## src/rtl/uart_rx.sv

```systemverilog
// 8N1 UART receiver with a 2-flop input synchronizer and mid-bit sampling.
// Define UART_RX_PARITY_EN to add an even-parity bit and the parity_err output.
module uart_rx #(
    parameter int CLKS_PER_BIT = 868,
    parameter int DATA_BITS    = 8
) (
    input  logic                 clk,
    input  logic                 rst_n,
    input  logic                 rx_in,
    output logic [DATA_BITS-1:0] data_out,
    output logic                 data_valid,
    output logic                 frame_err,
`ifdef UART_RX_PARITY_EN
    output logic                 parity_err,
`endif
    output logic                 busy
);

    localparam int CNT_W = $clog2(CLKS_PER_BIT);
    localparam int IDX_W = (DATA_BITS > 1) ? $clog2(DATA_BITS) : 1;
    localparam logic [CNT_W-1:0] CNT_MAX  = CNT_W'(CLKS_PER_BIT - 1);
    localparam logic [CNT_W-1:0] CNT_HALF = CNT_W'((CLKS_PER_BIT - 1) / 2);
    localparam logic [IDX_W-1:0] IDX_LAST = IDX_W'(DATA_BITS - 1);

`ifdef UART_RX_PARITY_EN
    typedef enum logic [2:0] {S_IDLE, S_START, S_DATA, S_PARITY, S_STOP, S_CLEANUP} state_t;
`else
    typedef enum logic [2:0] {S_IDLE, S_START, S_DATA, S_STOP, S_CLEANUP} state_t;
`endif

    state_t               r_state;
    logic                 r_sync0;
    logic                 r_rx_s;
    logic [CNT_W-1:0]     r_clk_cnt;
    logic [IDX_W-1:0]     r_bit_idx;
    logic [DATA_BITS-1:0] r_shift;
    logic [DATA_BITS-1:0] r_data;
    logic                 r_valid;
    logic                 r_ferr;
    logic                 r_busy;
    logic                 r_wait_high;
`ifdef UART_RX_PARITY_EN
    logic                 r_par;
    logic                 r_perr;
    logic                 w_par_bad;

    assign w_par_bad  = (^r_shift) ^ r_par;
    assign parity_err = r_perr;
`endif

    assign data_out   = r_data;
    assign data_valid = r_valid;
    assign frame_err  = r_ferr;
    assign busy       = r_busy;

    // Synchronizer flops reset high so a reset never looks like a start bit.
    always_ff @(posedge clk or negedge rst_n) begin
        if (!rst_n) begin
            r_sync0 <= 1'b1;
            r_rx_s  <= 1'b1;
        end else begin
            r_sync0 <= rx_in;
            r_rx_s  <= r_sync0;
        end
    end

    always_ff @(posedge clk or negedge rst_n) begin
        if (!rst_n) begin
            r_state     <= S_IDLE;
            r_clk_cnt   <= '0;
            r_bit_idx   <= '0;
            r_shift     <= '0;
            r_data      <= '0;
            r_valid     <= 1'b0;
            r_ferr      <= 1'b0;
            r_busy      <= 1'b0;
            r_wait_high <= 1'b0;
`ifdef UART_RX_PARITY_EN
            r_par       <= 1'b0;
            r_perr      <= 1'b0;
`endif
        end else begin
            r_valid <= 1'b0;
            r_ferr  <= 1'b0;
`ifdef UART_RX_PARITY_EN
            r_perr  <= 1'b0;
`endif
            case (r_state)
                S_IDLE: begin
                    r_busy <= 1'b0;
                    // After a low stop bit, stay disarmed until the line returns high.
                    if (r_wait_high) begin
                        if (r_rx_s) r_wait_high <= 1'b0;
                    end else if (!r_rx_s) begin
                        r_state   <= S_START;
                        r_clk_cnt <= '0;
                        r_busy    <= 1'b1;
                    end
                end
                S_START: begin
                    if (r_clk_cnt == CNT_HALF) begin
                        r_clk_cnt <= '0;
                        if (!r_rx_s) begin
                            r_bit_idx <= '0;
                            r_state   <= S_DATA;
                        end else begin
                            r_state <= S_IDLE;
                            r_busy  <= 1'b0;
                        end
                    end else begin
                        r_clk_cnt <= r_clk_cnt + 1'b1;
                    end
                end
                S_DATA: begin
                    if (r_clk_cnt == CNT_MAX) begin
                        r_clk_cnt          <= '0;
                        r_shift[r_bit_idx] <= r_rx_s;
                        if (r_bit_idx == IDX_LAST) begin
`ifdef UART_RX_PARITY_EN
                            r_state <= S_PARITY;
`else
                            r_state <= S_STOP;
`endif
                        end else begin
                            r_bit_idx <= r_bit_idx + 1'b1;
                        end
                    end else begin
                        r_clk_cnt <= r_clk_cnt + 1'b1;
                    end
                end
`ifdef UART_RX_PARITY_EN
                S_PARITY: begin
                    if (r_clk_cnt == CNT_MAX) begin
                        r_clk_cnt <= '0;
                        r_par     <= r_rx_s;
                        r_state   <= S_STOP;
                    end else begin
                        r_clk_cnt <= r_clk_cnt + 1'b1;
                    end
                end
`endif
                S_STOP: begin
                    if (r_clk_cnt == CNT_MAX) begin
                        r_clk_cnt <= '0;
                        r_state   <= S_CLEANUP;
                        r_busy    <= 1'b0;
`ifdef UART_RX_PARITY_EN
                        r_perr    <= w_par_bad;
                        if (r_rx_s && !w_par_bad) begin
`else
                        if (r_rx_s) begin
`endif
                            r_data  <= r_shift;
                            r_valid <= 1'b1;
                        end else if (!r_rx_s) begin
                            r_ferr      <= 1'b1;
                            r_wait_high <= 1'b1;
                        end
                    end else begin
                        r_clk_cnt <= r_clk_cnt + 1'b1;
                    end
                end
                S_CLEANUP: begin
                    r_busy  <= 1'b0;
                    r_state <= S_IDLE;
                end
                default: begin
                    r_state <= S_IDLE;
                    r_busy  <= 1'b0;
                end
            endcase
        end
    end

endmodule

```

## config.mk

```make
export PLATFORM = sky130hd
export DESIGN_NAME = uart_rx
export DESIGN_NICKNAME = d
export VERILOG_FILES = /design/src/rtl/uart_rx.sv
export SDC_FILE = /design/constraint.sdc
export NUM_CORES = 1
export LEC_CHECK = 0
export ABC_AREA = 1
export CAP_MARGIN = 20
export CORE_ASPECT_RATIO = 1.4
export CORE_MARGIN = 2
export CORE_UTILIZATION = 46
export DETAILED_ROUTE_END_ITERATION = 6
export GPL_ROUTABILITY_DRIVEN = 1
export PLACE_DENSITY_LB_ADDON = 0.25
export SETUP_SLACK_MARGIN = 0.02
export SYNTH_ARGS = -nofsm -noshare
export SYNTH_HDL_FRONTEND = slang
export SYNTH_SLANG_ARGS = --single-unit
```

## constraint.sdc

```tcl
create_clock -name clk -period 1.4 [get_ports clk]
set_input_delay 0.35 -clock clk [delete_from_list [all_inputs] [get_ports clk]]
set_output_delay 0.35 -clock clk [all_outputs]
set_load 0.01 [all_outputs]
```

# Yosys cells after proc, flatten, opt, wreduce, memory -nomap -nowiden
# Cells that the tools add are included.
dict set report classes {
  mul 0
  eq_ne 16
  n_bitwise 1
  div 0
  order_cmp 2
  n_addsub 2
  muxes 36
  n_shift 0
  n_reduce_logical 13
}
# op n
set ops {}
lappend ops {{10-bit two-way mux} 4}
lappend ops {{3-bit two-way mux} 10}
lappend ops {{10-bit case mux with 3 select lines} 1}
lappend ops {{2-bit inequality test, second input constant} 10}
lappend ops {{1-bit two-way mux} 14}
lappend ops {{3-bit case mux with 4 select lines} 1}
lappend ops {{10-bit by 1-bit adder with 10-bit output, second input constant} 1}
lappend ops {{10-bit == test, second input constant} 1}
lappend ops {{10-bit by 9-bit == test with 1-bit output, second input constant} 1}
lappend ops {{3-bit AND reduction} 3}
lappend ops {{8-bit bitwise mux} 1}
lappend ops {{3-bit by 2-bit == test with 1-bit output, second input constant} 2}
lappend ops {{3-bit case mux with 2 select lines} 1}
lappend ops {{6-bit AND reduction} 1}
lappend ops {{5-bit AND reduction} 1}
lappend ops {{3-bit by 4-bit less-than comparator with 1-bit output, second input constant} 1}
lappend ops {{1-bit case mux with 4 select lines} 1}
lappend ops {{4-bit AND reduction} 1}
lappend ops {{2-bit nonzero test} 2}
lappend ops {{3-bit by 1-bit adder with 3-bit output, second input constant} 1}
lappend ops {{1-bit demux with 3-bit select} 1}
lappend ops {{3-bit by 1-bit == test with 1-bit output, second input constant} 1}
lappend ops {{3-bit == test, second input constant} 1}
lappend ops {{3-bit by 1-bit greater-or-equal comparator with 1-bit output, second input constant} 1}
lappend ops {{8 further kinds} 8}
dict set report totals {
  ramBits 0
  inputBits 3
  out_inout_bits 11
  register_bits 38
  latch_bits 0
  wordCells 81
  mem_bits_ro 0
  n_memories 0
}

# Logic depth before layout (Yosys ltp)
# Gate-level depths: netlist (run 1).
dict set report depth {
  ltp_word 5
  depth_mapped 11
  depth_no_buf 11
}

# Worst setup path after synthesis (run 1)
# Ideal clock, no wire load.
dict set report synth_timing {
  path_type {register -> register}
  startpoint {register r_clk_cnt[0]}
  endpoint {register r_data[1], in the netlist data_out[1]}
  setup_slack_ps 41
  path_buffers 1
  period_less_slack_ps 1359
  setup_ps 116
  stages_incl_launch_ff 9
  required_ps 1284
  t_arrival_ps 1242
  cell_sequence {dfrtp_1 ha_1 nand2_1 nor2_1 nand3b_1 or2_1 buf_6 nand2_1 nand2_1}
}
dict set report synth_via {
  elab_chain_cells 2
}
# item line_no
set synth_lines {}
lappend synth_lines {{start, declared} 34} ;# logic [CNT_W-1:0] r_clk_cnt;
lappend synth_lines {{start signal, assigned} 111} ;# r_clk_cnt <= r_clk_cnt + 1'b1;
lappend synth_lines {{start signal, assigned} 128} ;# r_clk_cnt <= r_clk_cnt + 1'b1;
lappend synth_lines {{start signal, assigned} 160} ;# r_clk_cnt <= r_clk_cnt + 1'b1;
lappend synth_lines {{10-bit == test} 143} ;# if (r_clk_cnt == CNT_MAX) begin
lappend synth_lines {{3-bit AND reduction (no source line)} n/a}
lappend synth_lines {{end signal, assigned} 153} ;# r_data <= r_shift;
lappend synth_lines {{end, declared} 37} ;# logic [DATA_BITS-1:0] r_data;
# Every way passes these cells.
# A chain may end at the register's enable or synchronous reset.

# Worst setup path after layout (run 1)
dict set report layout_timing {
  startpoint {register r_clk_cnt[0]}
  endpoint {register r_state[1]}
}
dict set report layout_via {
  elab_chain_cells 3
  elab_cells_between_ends 6
  classes_between {eq/ne: 5; reduce/logical: 1}
}
# item line_no
set layout_lines {}
lappend layout_lines {{10-bit == test or 10-bit by 9-bit == test with 1-bit output (tied branches)} {115, 143, 101}}
lappend layout_lines {{2-bit inequality test (no source line)} n/a}
lappend layout_lines {{6-bit AND reduction (no source line) (*)} n/a}
lappend layout_lines {{end signal, assigned} 122} ;# r_state <= S_STOP;
lappend layout_lines {{end signal, assigned} 145} ;# r_state <= S_CLEANUP;
lappend layout_lines {{end signal, assigned} 165} ;# r_state <= S_IDLE;
lappend layout_lines {{end, declared} 31} ;# state_t r_state;
# Mark *: on every way between the ends. The rest lies on a longest branch, timed or not.

==> flow_metrics.env, run 1 <==
export IMPL_outcome="finished with violations"
export IMPL_violations="negative setup slack"
export IMPL_grt_usage_pct=22.86
export IMPL_grt_pass1_wl_um=8273
export IMPL_ys_types=28
export IMPL_critPathCaptureType="flip-flop"
export IMPL_grt_max_degree=20
export IMPL_finalSetupTns_ns=-2.664
export IMPL_slew_headroom_pct=81.28
export IMPL_path_cells="buf_6 > ha_4 > nand3_2 > nor2_1 > nand2_1 > nand2_4 > nand2_4 > inv_2 > nand3_2 > nand2_1 > nand2_1"
export IMPL_antenna_found_initial=0
export IMPL_layout_common_cells="65 x nand2_1, 48 x buf_4, 32 x dfrtp_1"
export IMPL_hold_slack_ns=0.3613
export IMPL_die_area_mm2=0.004932
export IMPL_antenna_cells=0
export IMPL_cts_max_path_buffers=2
export IMPL_drc=0
export IMPL_ir_drop_mv=0.9564
export IMPL_whs_path_depth=0
export IMPL_skew_ns=0.01366
export IMPL_final_common_cell="nand2_1"
export IMPL_syn_area_per_cell_um2=7.602
export IMPL_clock_latency_ns=0.30
export IMPL_io_pins=14
export IMPL_cp_required_ns=1.60
export IMPL_synth_top_area_share_pct=44.72
export IMPL_std_cell_rows=28
export IMPL_fin_cells=383
export IMPL_crit_type="reg2reg"
export IMPL_dieHeight_um=82.30
export IMPL_powerDensity_mw_per_mm2=747.8
export IMPL_reg2regPathDepth=11
export IMPL_syn_to_final_growth_pct=52.17
export IMPL_clk_pin_slew_worst_paths_ns=0.09
export IMPL_crit_top_cell="nand2_1"
export IMPL_routedWlPerCell_um=14.57
export IMPL_numCtsBuffers=5
export IMPL_place_congestion=0.9320
export IMPL_start_util_pct=47.92
export IMPL_rsz0062_at_grt="true"
export IMPL_drive_gt1_share_pct=44.38
export IMPL_finalCriticalPeriod_ns=1.542
export IMPL_first_global_vias=1849
export IMPL_io_buffers=13
export IMPL_yosys_top_cells_area="dfrtp_1 45%, nand2_1 17%, nor2_1 6.1%"
export IMPL_path_max_fanout=3
export IMPL_synth_nets=272
export IMPL_maxSlewViolCount=0
export IMPL_hp_class="reg2reg"
export IMPL_arrival_ns=1.75
export IMPL_root_buffer="clkbuf_8"
export IMPL_fp_dieW_um=59.93
export IMPL_coreArea_mm2=0.004204
export IMPL_hold_violations=0
export IMPL_ys_ff_latch=38
export IMPL_max_freq_mhz=648.6
export IMPL_crit_cells=11
export IMPL_num_vias=2003
export IMPL_power_leakage_nw=1.595
export IMPL_ys_seq_area_share_pct=47.33
export IMPL_drtIter0Drc=123
export IMPL_ant_nets=0
export IMPL_yosys_warnings=0
export IMPL_grt_overflow_total=0
export IMPL_fin_crit_sh_pct=110.1
export IMPL_nets=344
export IMPL_max_stage_delay_ns=0.42
export IMPL_dpl_hpwl_um=3498
export IMPL_slowest_stage="dfrtp_1"
export IMPL_syn_inst=265
export IMPL_maxCapViolations=0
export IMPL_placed_cells=360
export IMPL_crit_family="simple AND/OR/NAND/NOR gates"
export IMPL_setup_violations=31
export IMPL_netlist_area_mm2=0.002014
export IMPL_max_slew_worst_pin_slew_ns=0.2808
export IMPL_yosys_area_top_type="dfrtp_1"
export IMPL_layout_setup_ws_ns=-0.1418
export IMPL_h_tree_depth=2
export IMPL_drt_wl_total_um=5579
export IMPL_nFillCells=302
export IMPL_p_total_mw=2.292
export IMPL_startpoint_type="flip-flop"
export IMPL_clock_sinks=38
export IMPL_crit_buf_inv=2
export IMPL_routed_via_density=5.230
export IMPL_tritoncts="done"
export IMPL_firstDrtPassIters=4
-- worst paths after layout --
path / start / to / slack (ns)
worst max-delay path: r_clk_cnt[0] / r_state[1] / -0.14
worst min-delay path: r_sync0 / r_rx_s / 0.36
worst max register to register: r_clk_cnt[0] / r_state[1] / -0.14
worst min register to register: r_sync0 / r_rx_s / 0.36
max in group asynchronous: rst_n / r_rx_s / 0.42
min in group asynchronous: rst_n / r_state[0] / 0.45
-- cell usage after synthesis --
| cell type | n |
|---|---|
| o21ai_0 | 5 |
| buf_6 | 2 |
| ha_1 | 4 |
| o211ai_1 | 2 |
| dfrtp_1 | 36 |
| nor3_1 | 6 |
| dfstp_2 | 2 |
| clkinv_8 | 1 |
| nor2_1 | 33 |
| nand3_1 | 23 |
| nand3b_1 | 1 |
| a21oi_2 | 1 |
| a21oi_1 | 2 |
| nand2_1 | 89 |
| nor2_4 | 2 |
| inv_2 | 7 |
| nand2_2 | 2 |
| nor3_2 | 2 |
| inv_1 | 24 |
| nand4_1 | 6 |
| xor2_1 | 3 |
| or2_1 | 1 |
| o22ai_1 | 1 |
| clkbuf_1 | 2 |
| o21ai_1 | 4 |
| nor2_2 | 2 |
| a21o_1 | 1 |
| buf_4 | 1 |
-- report_power, final --
| part | internal [mW] | leakage [nW] | switching (mW) |
|---|---|---|---|
| Combinational | 0.0185 | 1.03 | 0.0345 |
| Clock | 0.714 | 0.0683 | 0.420 |
| Sequential | 1.10 | 0.497 | 0.00335 |
-- what timing repair did --
action | CTS | global route
buffers inserted | 3 | 11
gates resized for setup | 49 | 62
gates cloned | 0 | 0
pin swaps | 19 | 26
hold buffers | 1 | 0
setup endpoints to repair | 46 | 35
hold endpoints to repair | 8 | 0
-- area by class of cell --
cell class              instances  area (um2)  area share (%)
clock buffers                   5       68.82           2.245
inverters                      32       140.1           4.571
flip-flops and latches         38       958.4           31.27
well taps                      45       56.30           1.837
clock inverters                 3       68.82           2.245
repair buffers                 70       589.3           19.22
multi-input cells             190        1184           38.61
-- registers in the layout, indices dropped and copies added, names as in the netlist --
register / flops
r_sync0: 1
r_shift: 8
busy: 1
data_valid: 1
r_clk_cnt: 10
r_state: 3
r_rx_s: 1
r_bit_idx: 3
data_out: 8
frame_err: 1
r_wait_high: 1
-- per-layer routing --
layer	routed length [um]	GRT usage (%)	vias up
li1	-	-	989
met1	2178	25.28	952
met2	3020	41.85	46
met3	166	3.894	16
met4	213	10.00	0
met5	0	0	-
-- worst reg2reg max path, stage by stage, from the launching register on --
cell and delay [ns]:
dfrtp_1 0.42, buf_6 0.13, ha_4 0.15, nand3_2 0.07, nor2_1 0.10, nand2_1 0.10
nand2_4 0.13, nand2_4 0.09, inv_2 0.08, nand3_2 0.07, nand2_1 0.06, nand2_1 0.04
-- per-stage QoR --
| stage | utilization, % | area [um2] | worst slack [ns] |
|---|---|---|---|
| after floorplan | - | 2014 | 0.04125 |
| after global placement | 59.43 | 2499 | -0.1614 |
| after detailed placement | 59.43 | 2499 | -0.2244 |
| after CTS | 66.04 | 2776 | -0.1484 |
| after global routing | 72.92 | 3065 | -0.2628 |
| final | 72.92 | 3065 | -0.1418 |
-- cells by family (layout without fill, tap and decap cells) --
family          count (synthesis)  after routing  share of synthesized area, %
buf+inv                        37            110                         8.448
flops                          38             38                         47.33
fa+ha+maj                       4              4                         2.485
compound gates                 16             16                         4.596
simple gates                  167            167                         35.84
xor+xnor                        3              3                         1.305
Power figures use the tool's default switching activity.
==> inputs of run 2 (changes only) <==
Settings changed: SETUP_SLACK_MARGIN 0.02 to 0.05.
==> flow_metrics.env, run 2 (synthesis results as in run 1) <==
export IMPL_outcome="finished with violations"
export IMPL_violations="negative setup slack"
export IMPL_cp_required_ns=1.63
export IMPL_clock_latency_ns=0.30
export IMPL_coreArea_mm2=0.004204
export IMPL_routed_via_density=5.122
export IMPL_start_util_pct=47.92
export IMPL_layout_setup_ws_ns=-0.1327
export IMPL_fp_dieW_um=59.93
export IMPL_nets=332
export IMPL_hp_class="reg2reg"
export IMPL_std_cell_rows=28
export IMPL_finish_instance_area_mm2=0.002885
export IMPL_power_leakage_nw=1.509
export IMPL_crit_top_cell="nand2_1"
export IMPL_dieHeight_um=82.30
export IMPL_powerDensity_mw_per_mm2=733.3
export IMPL_num_vias=1895
export IMPL_r2r_start="r_clk_cnt[1]"
export IMPL_cts_max_path_buffers=2
export IMPL_final_common_cell="nand2_1"
export IMPL_nFillCells=346
export IMPL_syn_to_final_growth_pct=43.23
export IMPL_io_pins=14
export IMPL_largest_register="r_clk_cnt"
export IMPL_root_buffer="clkbuf_8"
export IMPL_max_stage_delay_ns=0.44
export IMPL_whs_path_depth=0
export IMPL_clk_pin_slew_worst_paths_ns=0.08
export IMPL_drt_wl_total_um=5213
export IMPL_holdPathEnd="r_rx_s"
export IMPL_setup_violations=29
export IMPL_rsz0062_at_grt="true"
export IMPL_ant_nets=0
export IMPL_first_global_vias=1929
export IMPL_ir_drop_mv=0.9157
export IMPL_drive_gt1_share_pct=39.08
export IMPL_drtIter0Drc=78
export IMPL_min_delay_start="r_sync0"
export IMPL_layout_common_cells="71 x nand2_1, 39 x buf_4, 34 x dfrtp_1"
export IMPL_die_area_mm2=0.004932
export IMPL_max_freq_mhz=652.4
export IMPL_finalCriticalPeriod_ns=1.533
export IMPL_hold_violations=0
export IMPL_io_buffers=13
export IMPL_maxSlewViolCount=0
export IMPL_firstDrtPassIters=4
export IMPL_grt_max_degree=23
export IMPL_grt_overflow_total=0
export IMPL_slowest_stage="dfrtp_1"
export IMPL_reg2reg_to="data_out[7]"
export IMPL_crit_family="simple AND/OR/NAND/NOR gates"
export IMPL_h_tree_depth=2
export IMPL_placed_cells=356
export IMPL_grt_usage_pct=22.47
export IMPL_routedWlPerCell_um=14.09
export IMPL_crit_type="reg2reg"
export IMPL_finalSetupTns_ns=-2.210
export IMPL_startpoint_type="flip-flop"
export IMPL_dpl_hpwl_um=3499
export IMPL_fin_crit_sh_pct=109.5
export IMPL_fin_cells=370
export IMPL_critPathCaptureType="flip-flop"
export IMPL_skew_ns=0.008100
export IMPL_arrival_ns=1.77
export IMPL_path_max_fanout=9
export IMPL_place_congestion=0.8693
export IMPL_drc=0
export IMPL_crit_buf_inv=1
export IMPL_r2r_slack_ns=-0.13
export IMPL_tritoncts="done"
export IMPL_numCtsBuffers=5
export IMPL_place_ws_ns=-0.2030
export IMPL_max_slew_worst_pin_slew_ns=0.3432
export IMPL_antenna_cells=0
export IMPL_timing_critical_path_from="r_clk_cnt[1]"
export IMPL_placed_cell_area_mm2=0.002459
export IMPL_reg2regPathDepth=8
export IMPL_slew_headroom_pct=77.03
export IMPL_clock_sinks=38
export IMPL_path_cells="ha_4 > nand2_2 > nor2_1 > nand3b_1 > or2_4 > clkinv_8 > nand2_1 > nand2_1"
export IMPL_grt_pass1_wl_um=8176
export IMPL_maxCapViolations=0
export IMPL_largest_reg_flops=10
export IMPL_antenna_found_initial=0
==> run 2: changes by cell type in the layout (fill, tap and decap cells not counted), sizes merged <==
cell           previous run  this run
clkbuf                    5         6
buf                      57        45
dlygate4sd2              11         6
bufinv                    2         1
clkdlybuf4s15             0         5
clkinv                    2         1
==> run 2: layer usage <==
| metal | wire (um) | up-vias | GRT usage (%) | part of all wire [%] |
|---|---|---|---|---|
| li1 | - | 955 | - | - |
| met2 | 2870 | 29 | 40.54 | 55 |
| met5 | 0 | - | 0 | 0 |
| met3 | 118 | 13 | 4.829 | 2.3 |
| met4 | 161 | 0 | 10.89 | 3.1 |
| met1 | 2063 | 898 | 24.29 | 40 |
==> run 2: how the worst max path moves through the flow <==
stage                         endpoint  cells after the start
after floorplan            data_out[0]                      8
after global placement     data_out[1]                      8
after detailed placement   data_out[6]                      8
after CTS                 r_clk_cnt[9]                      9
after global routing        r_shift[1]                      9
final                      data_out[7]                      8
==> run 2: stage by stage <==
step	hold slack, ns	total power [mW]	util, %
floorplan	0.05441	1.133	-
global placement	0.2635	1.175	58.48
detailed placement	0.2710	1.176	58.48
CTS	0.3598	2.134	63.33
global route	0.3652	2.185	68.63
finish	0.3584	2.116	68.63
==> run 2: worst register-to-register path, stage by stage, from the launching register on <==
cell and delay [ns]:
dfrtp_1 0.44, ha_4 0.18, nand2_2 0.08, nor2_1 0.13, nand3b_1 0.13, or2_4 0.32
clkinv_8 0.08, nand2_1 0.05, nand2_1 0.06
==> run 2: area by class of cell <==
cell class                      count  area [um2]  area share, %
Clock buffer                        6       82.58          2.862
Inverter                           32       135.1          4.683
Timing Repair Buffer               58       485.5          16.83
Tap cell                           45       56.30          1.951
Clock inverter                      1       30.03          1.041
Multi-Input combinational cell    190        1140          39.51
Sequential cell                    38       955.9          33.13
==> run 2: timing repair <==
item                                    in CTS  in global routing
pin swaps                                    5                 18
hold buffers                                 1                  0
endpoints found under the setup margin      46                 39
cloned                                       0                  0
hold endpoints to repair                     9                  0
gates resized for setup                     34                 61
buffers inserted                             2                  5
==> run 2: power breakdown <==
group | leakage [nW] | switching [mW] | internal (mW) | total [mW]
Sequential | 0.501 | 0.00197 | 1.10 | 1.10
Clock | 0.0573 | 0.388 | 0.570 | 0.958
Combinational | 0.951 | 0.0354 | 0.0184 | 0.0538
Total | 1.51 | 0.425 | 1.69 | 2.12
==> inputs of run 3 (changes only) <==
Settings changed: PLACE_DENSITY from default to 0.66, PLACE_DENSITY_LB_ADDON 0.25 to default.
==> flow_metrics.env, run 3 (synthesis results as in run 1) <==
export IMPL_p_total_mw=1.926
export IMPL_power_leakage_nw=1.443
export IMPL_syn_to_final_growth_pct=38.07
export IMPL_placed_cell_area_mm2=0.002444
export IMPL_hp_class="reg2reg"
export IMPL_fin_cells=370
export IMPL_drt_wl_total_um=4775
export IMPL_clock_latency_ns=0.29
export IMPL_r2r_start="r_clk_cnt[1]"
export IMPL_grt_usage_pct=21.39
export IMPL_powerDensity_mw_per_mm2=692.3
export IMPL_place_congestion=0.9068
export IMPL_maxCapViolations=0
export IMPL_io_buffers=13
export IMPL_tritoncts="done"
export IMPL_clock_sinks=38
export IMPL_critPathCaptureType="flip-flop"
export IMPL_largest_register="r_clk_cnt"
export IMPL_cp_required_ns=1.58
export IMPL_whs_path_depth=0
export IMPL_coreArea_mm2=0.004204
export IMPL_max_slew_worst_pin_slew_ns=0.3535
export IMPL_num_vias=1894
export IMPL_ir_drop_mv=0.5965
export IMPL_antenna_found_initial=0
export IMPL_firstDrtPassIters=4
export IMPL_max_freq_mhz=659.1
export IMPL_arrival_ns=1.70
export IMPL_ant_nets=0
export IMPL_die_area_mm2=0.004932
export IMPL_nets=331
export IMPL_path_max_fanout=8
export IMPL_largest_reg_flops=10
export IMPL_hold_violations=0
export IMPL_rsz0062_at_grt="true"
export IMPL_final_common_cell="nand2_1"
export IMPL_root_buffer="clkbuf_8"
export IMPL_finalCriticalPeriod_ns=1.517
export IMPL_start_util_pct=47.92
export IMPL_routed_via_density=5.119
export IMPL_antenna_cells=0
export IMPL_path_cells="ha_4 > inv_2 > nor2_2 > nand4_1 > nor2_4 > nand2_1 > nand2_1 > nand2_1"
export IMPL_grt_max_degree=25
export IMPL_clk_pin_slew_worst_paths_ns=0.08
export IMPL_finish_instance_area_mm2=0.002781
export IMPL_skew_ns=0.008503
export IMPL_crit_buf_inv=1
export IMPL_dieHeight_um=82.30
export IMPL_reg2regPathDepth=8
export IMPL_max_stage_delay_ns=0.43
export IMPL_fin_crit_sh_pct=108.4
export IMPL_reg2reg_to="r_shift[4]"
export IMPL_crit_top_cell="nand2_1"
export IMPL_first_global_vias=1848
export IMPL_drive_gt1_share_pct=33.85
export IMPL_outcome="finished with violations"
export IMPL_std_cell_rows=28
export IMPL_grt_pass1_wl_um=7921
export IMPL_r2r_slack_ns=-0.12
export IMPL_routedWlPerCell_um=12.91
export IMPL_drtIter0Drc=95
export IMPL_layout_common_cells="79 x nand2_1, 39 x buf_4, 33 x dfrtp_1"
export IMPL_fp_dieW_um=59.93
export IMPL_h_tree_depth=2
export IMPL_cts_max_path_buffers=2
export IMPL_startpoint_type="flip-flop"
export IMPL_holdPathEnd="r_rx_s"
export IMPL_timing_critical_path_from="r_clk_cnt[1]"
export IMPL_crit_type="reg2reg"
export IMPL_grt_overflow_total=0
export IMPL_finalSetupTns_ns=-1.035
export IMPL_crit_family="simple AND/OR/NAND/NOR gates"
export IMPL_numCtsBuffers=5
export IMPL_slowest_stage="dfrtp_1"
export IMPL_placed_cells=354
export IMPL_slew_headroom_pct=76.43
export IMPL_setup_violations=26
export IMPL_layout_setup_ws_ns=-0.1173
export IMPL_io_pins=14
export IMPL_violations="negative setup slack"
export IMPL_drc=0
export IMPL_maxSlewViolCount=0
export IMPL_dpl_hpwl_um=3453
export IMPL_min_delay_start="r_sync0"
==> run 3: cell count changes in the layout (fill, tap and decap cells not counted), moves of 2 or more <==
cell	delta
nand2_4	-2
nor2_1	+2
nand2_1	+8
inv_4	+2
inv_2	-2
nand3_1	+3
nand2_2	-6
nor2_2	-2
nand3_2	-3
clkdlybuf4s15_1	-3
dlygate4sd2_1	+3
==> run 3: through the flow <==
stage,setup WS (ns),util (%),hold slack (ns)
2_1_floorplan,0.04242,-,0.05441
3_3_place_gp,-0.1539,58.13,0.2821
4_1_cts,-0.09418,62.86,0.3595
6_report,-0.1173,66.16,0.3585
3_5_place_dp,-0.2167,58.13,0.2814
5_1_grt,-0.2305,66.16,0.3609
==> run 3: where the power goes <==
group | switching [mW] | leakage [nW] | internal [mW]
sequential | 0.00209 | 0.500 | 1.10
clock | 0.376 | 0.0482 | 0.397
combinational | 0.0322 | 0.894 | 0.0160
total | 0.410 | 1.44 | 1.52
==> run 3: how the worst max path moves through the flow <==
| stage | endpoint | cells past startpoint | slack (ns) |
|---|---|---|---|
| 2_1_floorplan | data_out[0] | 8 | 0.04 |
| 3_3_place_gp | data_out[1] | 8 | -0.15 |
| 3_5_place_dp | data_out[3] | 8 | -0.22 |
| 4_1_cts | r_shift[4] | 8 | -0.09 |
| 5_1_grt | r_shift[6] | 8 | -0.23 |
| 6_report | r_shift[4] | 8 | -0.12 |
==> run 3: metal layers <==
| layer | vias to the layer above | part of all wire [%] | global-route usage (%) |
|---|---|---|---|
| met5 | - | 0 | 0 |
| met4 | 0 | 3.0 | 9.111 |
| met3 | 11 | 1.5 | 3.427 |
| met2 | 27 | 54 | 38.48 |
| met1 | 899 | 41 | 24.55 |
| li1 | 957 | - | - |
==> run 3: layout make-up <==
class	instances	area, um2
Fill cell	357	1423
Timing Repair Buffer	57	470.5
Clock inverter	1	5.005
Clock buffer	7	86.33
Multi-Input combinational cell	190	1066
Sequential cell	38	957.2
Tap cell	45	56.30
Inverter	32	140.1
==> run 3: timing repair <==
| action | 4_1_cts | 5_1_grt |
|---|---|---|
| endpoints found under the setup margin | 46 | 37 |
| endpoints found under the hold margin | 12 | 0 |
| resized for setup | 42 | 32 |
| hold buffers | 1 | 0 |
| cloned | 0 | 0 |
| buffers inserted | 2 | 5 |
| pin swaps | 12 | 17 |
